`src/rtl/fixed_unsigned_cast_pipe.sv`:
```
// Unsigned fixed-point cast: per-lane align/round (S1), clamp/register (S2),
// valid/ready pipeline with sticky saturation flag and saturating counter.

module fixed_unsigned_cast_lane #(
  parameter int IN_WIDTH       = 8,
  parameter int IN_FRAC_WIDTH  = 4,
  parameter int OUT_FRAC_WIDTH = 2,
  parameter int ROUND_MODE     = 0,
  parameter int MID_W          = 9
) (
  input  logic [IN_WIDTH-1:0] din,
  output logic [MID_W-1:0]    mid
);
  localparam int SH_L = (OUT_FRAC_WIDTH >= IN_FRAC_WIDTH) ? OUT_FRAC_WIDTH - IN_FRAC_WIDTH : 0;
  localparam int SH_R = (OUT_FRAC_WIDTH <  IN_FRAC_WIDTH) ? IN_FRAC_WIDTH - OUT_FRAC_WIDTH : 0;

  if (SH_R == 0) begin : g_shl
    assign mid = MID_W'(din) << SH_L;
  end else begin : g_rnd
    logic [IN_WIDTH-1:0] q;
    logic [SH_R-1:0]     r, h;
    logic                inc;

    assign q = din >> SH_R;
    assign r = din[SH_R-1:0];
    assign h = SH_R'(1) << (SH_R - 1);

    always_comb begin
      inc = 1'b0;
      case (ROUND_MODE)
        1:       inc = (r >= h);
        2:       inc = (r > h) || ((r == h) && q[0]);
        default: inc = 1'b0;
      endcase
    end

    // MID_W has one spare MSB so the rounding carry cannot wrap
    assign mid = MID_W'(q) + MID_W'(inc);
  end
endmodule

module fixed_unsigned_cast_pipe #(
  parameter int IN_WIDTH       = 8,
  parameter int IN_FRAC_WIDTH  = 4,
  parameter int OUT_WIDTH      = 4,
  parameter int OUT_FRAC_WIDTH = 2,
  parameter int PARALLELISM    = 4,
  parameter int ROUND_MODE     = 0,
  parameter int CNT_WIDTH      = 16
) (
  input  logic                             clk,
  input  logic                             rst,
  input  logic [PARALLELISM*IN_WIDTH-1:0]  data_in,
  input  logic                             data_in_valid,
  output logic                             data_in_ready,
  output logic [PARALLELISM*OUT_WIDTH-1:0] data_out,
  output logic                             data_out_valid,
  input  logic                             data_out_ready,
  input  logic                             sat_clear,
  output logic                             sat_flag,
  output logic [CNT_WIDTH-1:0]             sat_count
);
  localparam int SH_L   = (OUT_FRAC_WIDTH >= IN_FRAC_WIDTH) ? OUT_FRAC_WIDTH - IN_FRAC_WIDTH : 0;
  localparam int MID_W  = IN_WIDTH + SH_L + 1;
  localparam int STAGES = 2;
  localparam int PC_W   = $clog2(PARALLELISM + 1);
  localparam int SUM_W  = ((CNT_WIDTH > PC_W) ? CNT_WIDTH : PC_W) + 1;

  if (IN_FRAC_WIDTH > IN_WIDTH || OUT_FRAC_WIDTH > OUT_WIDTH || PARALLELISM < 1 ||
      ROUND_MODE < 0 || ROUND_MODE > 2) begin : g_param_err
    $error("fixed_unsigned_cast_pipe: illegal parameter combination");
  end

  logic [STAGES:1]                        vld_pipe;
  logic                                   adv1, adv2, out_hs;
  logic [PARALLELISM-1:0][MID_W-1:0]      mid, s1_mid;
  logic [PARALLELISM-1:0][OUT_WIDTH-1:0]  clamp;
  logic [PARALLELISM-1:0]                 clamp_sat, s2_sat;
  logic [PC_W-1:0]                        sat_num;
  logic [SUM_W-1:0]                       sat_sum;

  assign adv2           = !vld_pipe[2] || data_out_ready;
  assign adv1           = !vld_pipe[1] || adv2;
  assign data_in_ready  = adv1;
  assign data_out_valid = vld_pipe[2];
  assign out_hs         = vld_pipe[2] && data_out_ready;

  for (genvar i = 0; i < PARALLELISM; i++) begin : g_lane
    fixed_unsigned_cast_lane #(
      .IN_WIDTH       (IN_WIDTH),
      .IN_FRAC_WIDTH  (IN_FRAC_WIDTH),
      .OUT_FRAC_WIDTH (OUT_FRAC_WIDTH),
      .ROUND_MODE     (ROUND_MODE),
      .MID_W          (MID_W)
    ) u_lane (
      .din (data_in[i*IN_WIDTH +: IN_WIDTH]),
      .mid (mid[i])
    );

    if (MID_W > OUT_WIDTH) begin : g_clamp
      assign clamp_sat[i] = |s1_mid[i][MID_W-1:OUT_WIDTH];
      assign clamp[i]     = clamp_sat[i] ? {OUT_WIDTH{1'b1}} : s1_mid[i][OUT_WIDTH-1:0];
    end else begin : g_wide
      assign clamp_sat[i] = 1'b0;
      assign clamp[i]     = OUT_WIDTH'(s1_mid[i]);
    end
  end

  always_ff @(posedge clk or posedge rst) begin
    if (rst) begin
      vld_pipe <= '0;
      s1_mid   <= '0;
      data_out <= '0;
      s2_sat   <= '0;
    end else begin
      if (adv1) begin
        vld_pipe[1] <= data_in_valid;
        if (data_in_valid) s1_mid <= mid;
      end
      if (adv2) begin
        vld_pipe[2] <= vld_pipe[1];
        if (vld_pipe[1]) begin
          data_out <= clamp;
          s2_sat   <= clamp_sat;
        end
      end
    end
  end

  always_comb begin
    sat_num = '0;
    for (int i = 0; i < PARALLELISM; i++) sat_num = sat_num + PC_W'(s2_sat[i]);
  end

  assign sat_sum = SUM_W'(sat_count) + SUM_W'(sat_num);

  // Counted at the output handshake so a stalled transfer is counted once
  always_ff @(posedge clk or posedge rst) begin
    if (rst) begin
      sat_flag  <= 1'b0;
      sat_count <= '0;
    end else if (sat_clear) begin
      sat_flag  <= 1'b0;
      sat_count <= '0;
    end else if (out_hs && (|s2_sat)) begin
      sat_flag  <= 1'b1;
      sat_count <= (sat_sum > SUM_W'({CNT_WIDTH{1'b1}})) ? {CNT_WIDTH{1'b1}} : sat_sum[CNT_WIDTH-1:0];
    end
  end
endmodule

```
`config.mk`:
```
export PLATFORM = sky130hd
export DESIGN_NAME = fixed_unsigned_cast_pipe
export DESIGN_NICKNAME = d
export VERILOG_FILES = /design/src/rtl/fixed_unsigned_cast_pipe.sv
export SDC_FILE = /design/constraint.sdc
export NUM_CORES = 1
export LEC_CHECK = 0
export ABC_AREA = 1
export BUFFER_PORTS_ARGS = -buffer_cell sky130_fd_sc_hd__buf_2
export CAP_MARGIN = 30
export CORE_MARGIN = 4
export CORE_UTILIZATION = 25
export CTS_CLUSTER_DIAMETER = 120
export DETAILED_ROUTE_END_ITERATION = 8
export SYNTH_ARGS = -nofsm -noshare
export SYNTH_HDL_FRONTEND = slang
export SYNTH_SLANG_ARGS = --single-unit
```
`constraint.sdc`:
```
create_clock -name clk -period 5.2 [get_ports clk]
set_input_delay 0.26 -clock clk [delete_from_list [all_inputs] [get_ports clk]]
set_output_delay 0.26 -clock clk [all_outputs]
set_load 0.1 [all_outputs]
```
Yosys cells after proc, flatten, opt, wreduce, memory -nomap -nowiden
Cells that the tools add are included.
Word-level totals
  register bits after elaboration: 63
Cells by class
  add/subtract/negate cells: 4
  magnitude comparators: 1
  mux-type cells: 9
  reductions and logical operators: 14
Operators by type and width (count)
  $mux 16: 3
  $add 16x3->17: 1
  $gt 17x16->1 const B: 1
  $mux 4: 4
  $reduce_or 2->1: 4
  $reduce_and 2->1: 2
  $reduce_or 4->1: 1
  $add 2x1->3: 1
  $add 3x1->3: 1
  $add 1x1->2: 1
  $logic_and 1x1->1: 2
  $logic_not 1->1: 2
  $logic_or 1x1->1: 2
  $mux 1: 2
  $reduce_bool 2->1: 1

Logic depth before layout (Yosys ltp)
Gate-level depths: netlist of run 1.
  word-level depth: 8
  mapped depth: 13
  gate-level depth less buffers: 13

Modules after synthesis
From an unflattened synthesis of run 1, not the netlist that was laid out.
Second synthesis, totals
  cells, all modules: 382
  area total of the unflattened synthesis: 3706.1 µm²
Modules (own cells, without submodules)
  fixed_unsigned_cast_pipe: times used 1, cells each 342, area each 3420.8 µm², sequential area each 1876.8 µm²
  fixed_unsigned_cast_lane: times used 4, cells each 10, area each 71.3 µm², sequential area each 0.0 µm²

Least setup slack after synthesis of run 1
OpenSTA, ideal clock, no wires.
  kind: register to register
  start: reg vld_pipe[2] in the netlist's numbering
  end: reg s1_mid[13] in the netlist's numbering
  arrival: 2.992 ns
  required time: 5.075 ns
  slack: 2.084 ns
  stages on the path, launching flop included: 5
  path through: dfrtp_1 -> nand3_1 -> nand2_2 -> buf_4 -> mux2_2
Between the ends
  cells in the longest elaborated chain, start to end: 4
Ends and longest elaborated chain
  from (decl): RTL line 74  | logic [STAGES:1] vld_pipe;
  $logic_not 1->1: RTL line 82  | assign adv2 = !vld_pipe[2] || data_out_ready;
  $logic_or 1x1->1: RTL line 82
  $logic_or 1x1->1: RTL line 83  | assign adv1 = !vld_pipe[1] || adv2;
  via data_in_ready: RTL line 55  | output logic data_in_ready,
  $reduce_and 2->1 (no line)
  to (signal assigned): RTL line 118  | if (data_in_valid) s1_mid <= mid;
  to (decl): RTL line 76  | logic [PARALLELISM-1:0][MID_W-1:0] mid, s1_mid;
The timed path passes the listed nets, and every way through them passes these cells.
A chain may end at the register's enable or synchronous reset.

Final worst setup path of run 1
  start: reg sat_count[0]
  end: reg sat_count[11]
Between the ends
  cells in the longest elaborated chain, start to end: 5
Ends and longest elaborated chain
  from (decl): RTL line 61  | output logic [CNT_WIDTH-1:0] sat_count
  from (signal assigned): RTL line 147  | sat_count <= (sat_sum > SUM_W'({CNT_WIDTH{1'b1}})) ? {CNT_WIDTH{1'b1}} : sat_sum[CNT_WIDTH-1:0];
  $add 16x3->17 *: RTL line 135  | assign sat_sum = SUM_W'(sat_count) + SUM_W'(sat_num);
  $gt 17x16->1: RTL line 147
  $mux 16 *: RTL line 147
  $mux 16 *: RTL line 145  | end else if (out_hs && (|s2_sat)) begin
  $mux 16 *: RTL line 142  | end else if (sat_clear) begin
Every way passes the cells marked *; elsewhere a longest branch is shown, timed or not. The select of a mux whose other input is x is not followed.

==> impl_metrics.json, run 1 <==
{
  "core_um2": 11500,
  "cp.required_ns": 5.44,
  "route.detailed.drc": 0,
  "regArea_um2": 1580,
  "cts-root-buf": "clkbuf_16",
  "num_antenna_cells": 0,
  "synth_top_area_cell": "dfrtp_1",
  "reg2reg_slack_ns": 2.48,
  "leakagePower_nw": 1.79,
  "slew_headroom": 0.437,
  "min_path_type": "input pin to flop",
  "antenna_found_initial": 1,
  "avgSynthCellArea_um2": 9.46,
  "cts_setup_buffers": 0,
  "cts.sinks": 63,
  "hold_start": "sat_clear",
  "synthesis.nets": 353,
  "worstMarginPinSlew_ns": 0.844,
  "yosysSeqAreaShare": 0.534,
  "firstDrtPassIters": 4,
  "fill_cells": 1199,
  "timing.rr.start": "sat_count[0]",
  "ant_nets": 0,
  "ys_types": 27,
  "die-area_um2": 13600,
  "post_drt_wl_per_cell_um": 13.0,
  "arrival_ns": 2.97,
  "finClkSkew_ns": 0.00837,
  "cts_buffers": 9,
  "rows": 39,
  "synthesis.area_um2": 2950,
  "htree_levels": 3,
  "worstSetupEndpointType": "flop",
  "post_cts_resized": 0,
  "die_h_um": 117,
  "setup_viol": 0,
  "status": "finished, final reports clean",
  "period_minus_slack_ns": 2.72,
  "grt-ovfl-total": 0,
  "grt_pass1_wl_um": 11600,
  "yosysTopAreaCellShare": 0.534,
  "multi_input_area_um2": 1240,
  "hold_path_end": "sat_flag",
  "synth.area.top_cells": "dfrtp_1 53%, nand2_1 11%, mux2_2 9.2%, nor3_1 3.6%, o21ai_0 3.6%",
  "vias": 2375,
  "synthCells": 312,
  "layout_commonest_cell": "nand2_1",
  "cts-hold-fix-buffers": 0,
  "reg2reg_to": "sat_count[11]",
  "ys.warnings.count": 0,
  "slew_viol_final": 0,
  "cts_tree": "done",
  "grt.total_usage": 0.112,
  "fin_nets": 423,
  "numPortBuffers": 63,
  "clk_latency_ns": 0.33,
  "drtIter0Drc": 101,
  "hold_depth": 2,
  "finalHoldViolCount": 0,
  "hold-worst-slack_ns": 0.122,
  "post-route-period-util": 0.524,
  "rsz0062_at_grt": "false",
  "max_freq_mhz": 367,
  "reg2reg_depth": 11,
  "die_w_um": 117,
  "synth_seq_cells": 63,
  "clk_pin_slew_ns": 0.06,
  "vdd_drop_max_mv": 0.241,
  "avgViaCountPerCell": 4.49,
  "gp_congestion": 0.862,
  "dpl.hpwl_um": 4950,
  "initial_utilization": 0.258,
  "area_growth_pct": 26.4,
  "path_max_fanout": 8,
  "cap_violations": 0,
  "layout-drive-gt1-share": 0.301,
  "p_per_area_nw_per_um2": 512,
  "criticalPathCategory": "flop to flop",
  "mostFrequentLayoutCells": "87 x nand2_1, 63 x dfrtp_1, 63 x buf_2",
  "pin_count": 72,
  "crit_path_start_kind": "flop",
  "grt_pass1_vias": 2382,
  "drt_wl_total_um": 6880,
  "grt_max_degree": 64,
  "setup_tns_ns": 0,
  "clockBufferDepth": 2
}
report_power, final:
group | internal, W | switching, W | leakage [nW]
registers | 0.000580 | 0.0000656 | 0.759
logic | 0.000149 | 0.000543 | 0.885
clock network | 0.000364 | 0.000209 | 0.142
synth_stat cells (all sizes together):
library cell,n
buf,3
clkinv,1
nand4,4
nand3,18
mux2,24
nor2,14
nand3b,1
nor3,22
ha,1
xor2,2
o211ai,4
xnor2,1
a21oi,6
clkbuf,4
o21ai,26
nand2,90
fa,3
dfrtp,63
inv,25
worst max-delay path by stage:
stage / start / slack [ns] / cells past startpoint / endpoint
final: sat_count[0] / 2.48 / 11 / sat_count[11]
after global routing: sat_count[0] / 2.23 / 11 / sat_count[11]
after CTS: sat_count[0] / 2.42 / 11 / sat_count[11]
after detailed placement: sat_count[0] / 2.45 / 11 / sat_count[11]
after global placement: sat_count[0] / 2.53 / 11 / sat_count[11]
after floorplan: vld_pipe[2] / 2.08 / 4 / s1_mid[13]
kinds of logic (layout without fill, tap and decap cells):
group,Yosys count,count (layout),share of synthesized area
AO/OA/AOI/OAI,36,36,0.0657
XOR/XNOR,3,3,0.00890
adder cells (fa/ha/maj),4,4,0.0246
buffers and inverters,33,107,0.0458
flip-flops,63,63,0.534
multiplexers,24,24,0.0915
AND/OR/NAND/NOR,149,149,0.230
critical path, stage by stage, from the launching register on:
cell,delay [ns]
dfrtp_1,0.42
fa_1,0.54
inv_1,0.05
fa_1,0.36
inv_1,0.12
fa_1,0.23
nand3_2,0.15
nor3_2,0.24
nand3_2,0.24
nand3_1,0.14
nand2_1,0.05
o21ai_0,0.09
sequential cells by signal, indices dropped and copies added, names as in the netlist:
signal	flops
s1_mid	24
data_out	16
sat_count	16
s2_sat	4
vld_pipe	2
sat_flag	1
final cells by class:
type,count,share of cell area
flip-flops and latches,63,0.423
multi-input cells,216,0.333
repair buffers,66,0.0959
clock buffers,10,0.0614
well taps,143,0.0480
inverters,26,0.0262
clock inverters,5,0.0134
stage by stage:
step	cell area (µm²)	instances	setup WS, ns	power, W	utilization
2_1_floorplan	2950	312	2.08	0.00122	-
3_5_place_dp	3440	513	2.45	0.00136	0.300
4_1_cts	3720	528	2.42	0.00194	0.325
5_1_grt	3730	529	2.23	0.00202	0.325
3_3_place_gp	3420	512	2.53	0.00133	0.298
6_report	3730	529	2.48	0.00191	0.325
per-layer routing:
| metal | global-route usage | up-vias | part of all wire |
|---|---|---|---|
| li1 | - | 1177 | - |
| met3 | 0.0394 | 15 | 0.062 |
| met5 | 0 | - | 0.0029 |
| met2 | 0.167 | 60 | 0.45 |
| met4 | 0.0581 | 2 | 0.024 |
| met1 | 0.142 | 1121 | 0.46 |
Power figures use the tool's default switching activity.
==> run 2, diff against run 1 <==
Settings changed: ABC_AREA 1 to 0.
Clock period 5.2 ns to 2.6 ns, I/O delays scaled along.
==> impl_metrics.json, run 2 <==
{
  "cts_tree": "done",
  "num_antenna_cells": 0,
  "path_max_fanout": 8,
  "criticalPathCategory": "flop to flop",
  "fin_area_um2": 3850,
  "reg_top3": "s1_mid: 24 flops, data_out: 16 flops, sat_count: 16 flops",
  "mostFrequentLayoutCells": "63 x buf_2, 61 x dfrtp_1, 24 x nor3_1",
  "dpl.hpwl_um": 4840,
  "synth_top_area_cell": "dfrtp_1",
  "ys_types": 40,
  "cts_buffers": 9,
  "avgSynthCellArea_um2": 11.2,
  "finClkSkew_ns": 0.00467,
  "die-area_um2": 13100,
  "layout_commonest_cell": "buf_2",
  "critPathSlowestCell": "fa_1",
  "synth.area.mux_share": 0.0957,
  "p_int_w": 0.00215,
  "sw_frac_of_total": 0.367,
  "clk_latency_ns": 0.32,
  "worstMarginPinSlew_ns": 0.804,
  "synth_fa_ha_area_frac": 0.0257,
  "gp_congestion": 0.808,
  "slew_headroom": 0.464,
  "hold-worst-slack_ns": 0.0236,
  "synth-xor-area-share": 0,
  "synth_common_cells": "63 x dfrtp_1, 24 x mux2_2, 24 x nor3_1",
  "cts-root-buf": "clkbuf_16",
  "clockBufferDepth": 2,
  "grt-ovfl-total": 0,
  "slowest_delay_ns": 0.56,
  "synth_async_sr_flop_share": 1.00,
  "area_growth_pct": 36.3,
  "regArea_um2": 1580,
  "drtIter0Drc": 74,
  "clk_pin_slew_ns": 0.05,
  "die_w_um": 114,
  "route.detailed.drc": 0,
  "cap_violations": 0,
  "top_register": "s1_mid",
  "arrival_ns": 2.96,
  "ys.warnings.count": 0,
  "status": "finished with violations",
  "initial_utilization": 0.258,
  "vias": 2230,
  "synth_compound_area_frac": 0.128,
  "synth_seq_cells": 63,
  "p_per_area_nw_per_um2": 884,
  "pin_count": 72,
  "synthCells": 251,
  "grt_max_degree": 64,
  "layout-drive-gt1-share": 0.430,
  "synth_top_family_by_area": "simple AND/OR/NAND/NOR gates",
  "period_minus_slack_ns": 2.77,
  "cts.sinks": 63,
  "slew_viol_final": 0,
  "multi_input_area_um2": 1300,
  "htree_levels": 3,
  "fin_nets": 375,
  "yosysSeqAreaShare": 0.559,
  "rows": 38,
  "violations": "negative setup slack",
  "synth-edff-count": 0,
  "numPortBuffers": 63,
  "grt_pass1_vias": 2330,
  "cp.required_ns": 2.79,
  "worstSetupEndpointType": "flop",
  "p_clk_frac": 0.336,
  "yosysTopAreaCellShare": 0.559,
  "post_drt_wl_per_cell_um": 14.4,
  "setup_viol": 14,
  "layout_setup_ws_ns": -0.169,
  "finalHoldViolCount": 0,
  "synthMostInstantiatedCell": "dfrtp_1",
  "drt_wl_total_um": 6890,
  "core_um2": 10900,
  "post-route-period-util": 1.07,
  "largest_reg_flops": 24,
  "worstPathCellList": "fa_1, inv_2, fa_2, inv_2, fa_2, nand4_4, buf_6, buf_6, nor4_4, buf_4, and4_1, nor3_1",
  "min_path_type": "input pin to flop",
  "seq_power_share": 0.360,
  "ant_nets": 0,
  "dp_slack_ns": -0.246,
  "rsz0062_at_grt": "true",
  "p_total_w": 0.00340,
  "synth_ff_type": "dfrtp_1",
  "vdd_drop_max_mv": 0.479,
  "max_freq_mhz": 361,
  "leakagePower_nw": 1.80,
  "combPwrFrac": 0.303,
  "antenna_found_initial": 0,
  "fill_cells": 1098,
  "synthesis.area_um2": 2820,
  "firstDrtPassIters": 4,
  "postLayoutCoreUtil": 0.352,
  "place_area_um2": 3470,
  "synthesis.nets": 292,
  "grt.total_usage": 0.113,
  "synth.area.top_cells": "dfrtp_1 56%, mux2_2 9.6%, nor3_1 4.3%, o21ai_0 4.1%, nand2_1 3.1%",
  "die_h_um": 114,
  "avgViaCountPerCell": 4.68,
  "grt_pass1_wl_um": 11600,
  "synthSimpleGateAreaFrac": 0.157,
  "crit_path_start_kind": "flop",
  "cts-hold-fix-buffers": 0,
  "p_sw_w": 0.00125
}
run 2: changes by cell type in the layout (fill, tap and decap cells not counted), sizes merged, moves of 5 or more:
cell	change
clkinv	-5
inv	-15
nand3	-15
nand2	-67
a211oi	+5
a21oi	+5
buf	+16
run 2: per-stage QoR:
stage | TNS (ns) | std cells
detailed placement | -2.09 | 460
global placement | -1.31 | 460
CTS | -2.40 | 477
finish | -1.43 | 477
global route | -2.91 | 477
floorplan | -5.62 | 251
run 2: worst paths after layout:
path / from / end / slack [ns] / cells past startpoint
worst max-delay path: s2_sat[0] / sat_count[10] / -0.17 / 12
worst max register to register: s2_sat[0] / sat_count[10] / -0.17 / 12
worst min-delay path: data_in_valid / vld_pipe[1] / 0.02 / 2
max in group asynchronous: rst / sat_count[0] / 1.98 / 3
min in group asynchronous: rst / vld_pipe[2] / 0.03 / 3
worst min register to register: vld_pipe[1] / vld_pipe[2] / 0.48 / 1
run 2: worst max-delay path, delay by kind of cell, from the launching register on:
kind / cells / cell delay, ns
fa+ha+maj: 3 / 1.16
buf+inv: 5 / 0.55
flops: 1 / 0.39
simple gates: 4 / 0.51
run 2: cell type report:
| cell class | count | area share |
|---|---|---|
| sequential | 63 | 0.411 |
| multi-input combinational | 168 | 0.338 |
| timing repair buffer | 82 | 0.122 |
| clock buffer | 14 | 0.0738 |
| tap | 140 | 0.0455 |
| inverter | 10 | 0.00976 |
run 2: power by group through the flow:
stage | clock network [W] | logic (W) | registers (W)
after global routing | 0.00122 | 0.00110 | 0.00125
after CTS | 0.00117 | 0.00103 | 0.00123
after global placement | 0 | 0.000995 | 0.00123
after floorplan | 0 | 0.000337 | 0.00168
final | 0.00114 | 0.00103 | 0.00122
after detailed placement | 0 | 0.00100 | 0.00124
run 2: cell families after synthesis:
group	Yosys count
and+or+nand+nor	84
DFF	63
AOI/OAI and AO/OA	56
muxes	24
buffers and inverters	20
adders and majority gates	4
run 2: what timing repair did:
| action | 4_1_cts | 5_1_grt |
|---|---|---|
| pin swaps | 10 | 9 |
| resized for setup | 6 | 8 |
| setup endpoints to repair | 16 | 16 |
| buffers inserted | 3 | 0 |
run 2: per-layer routing:
layer | part of all wire | GRT usage | wire [µm] | up-vias
met3 | 0.052 | 0.0328 | 355 | 12
met2 | 0.45 | 0.174 | 3130 | 55
met1 | 0.48 | 0.151 | 3320 | 1085
met4 | 0.012 | 0.0435 | 85 | 0
met5 | 0 | 0 | 0 | -
li1 | - | - | - | 1078
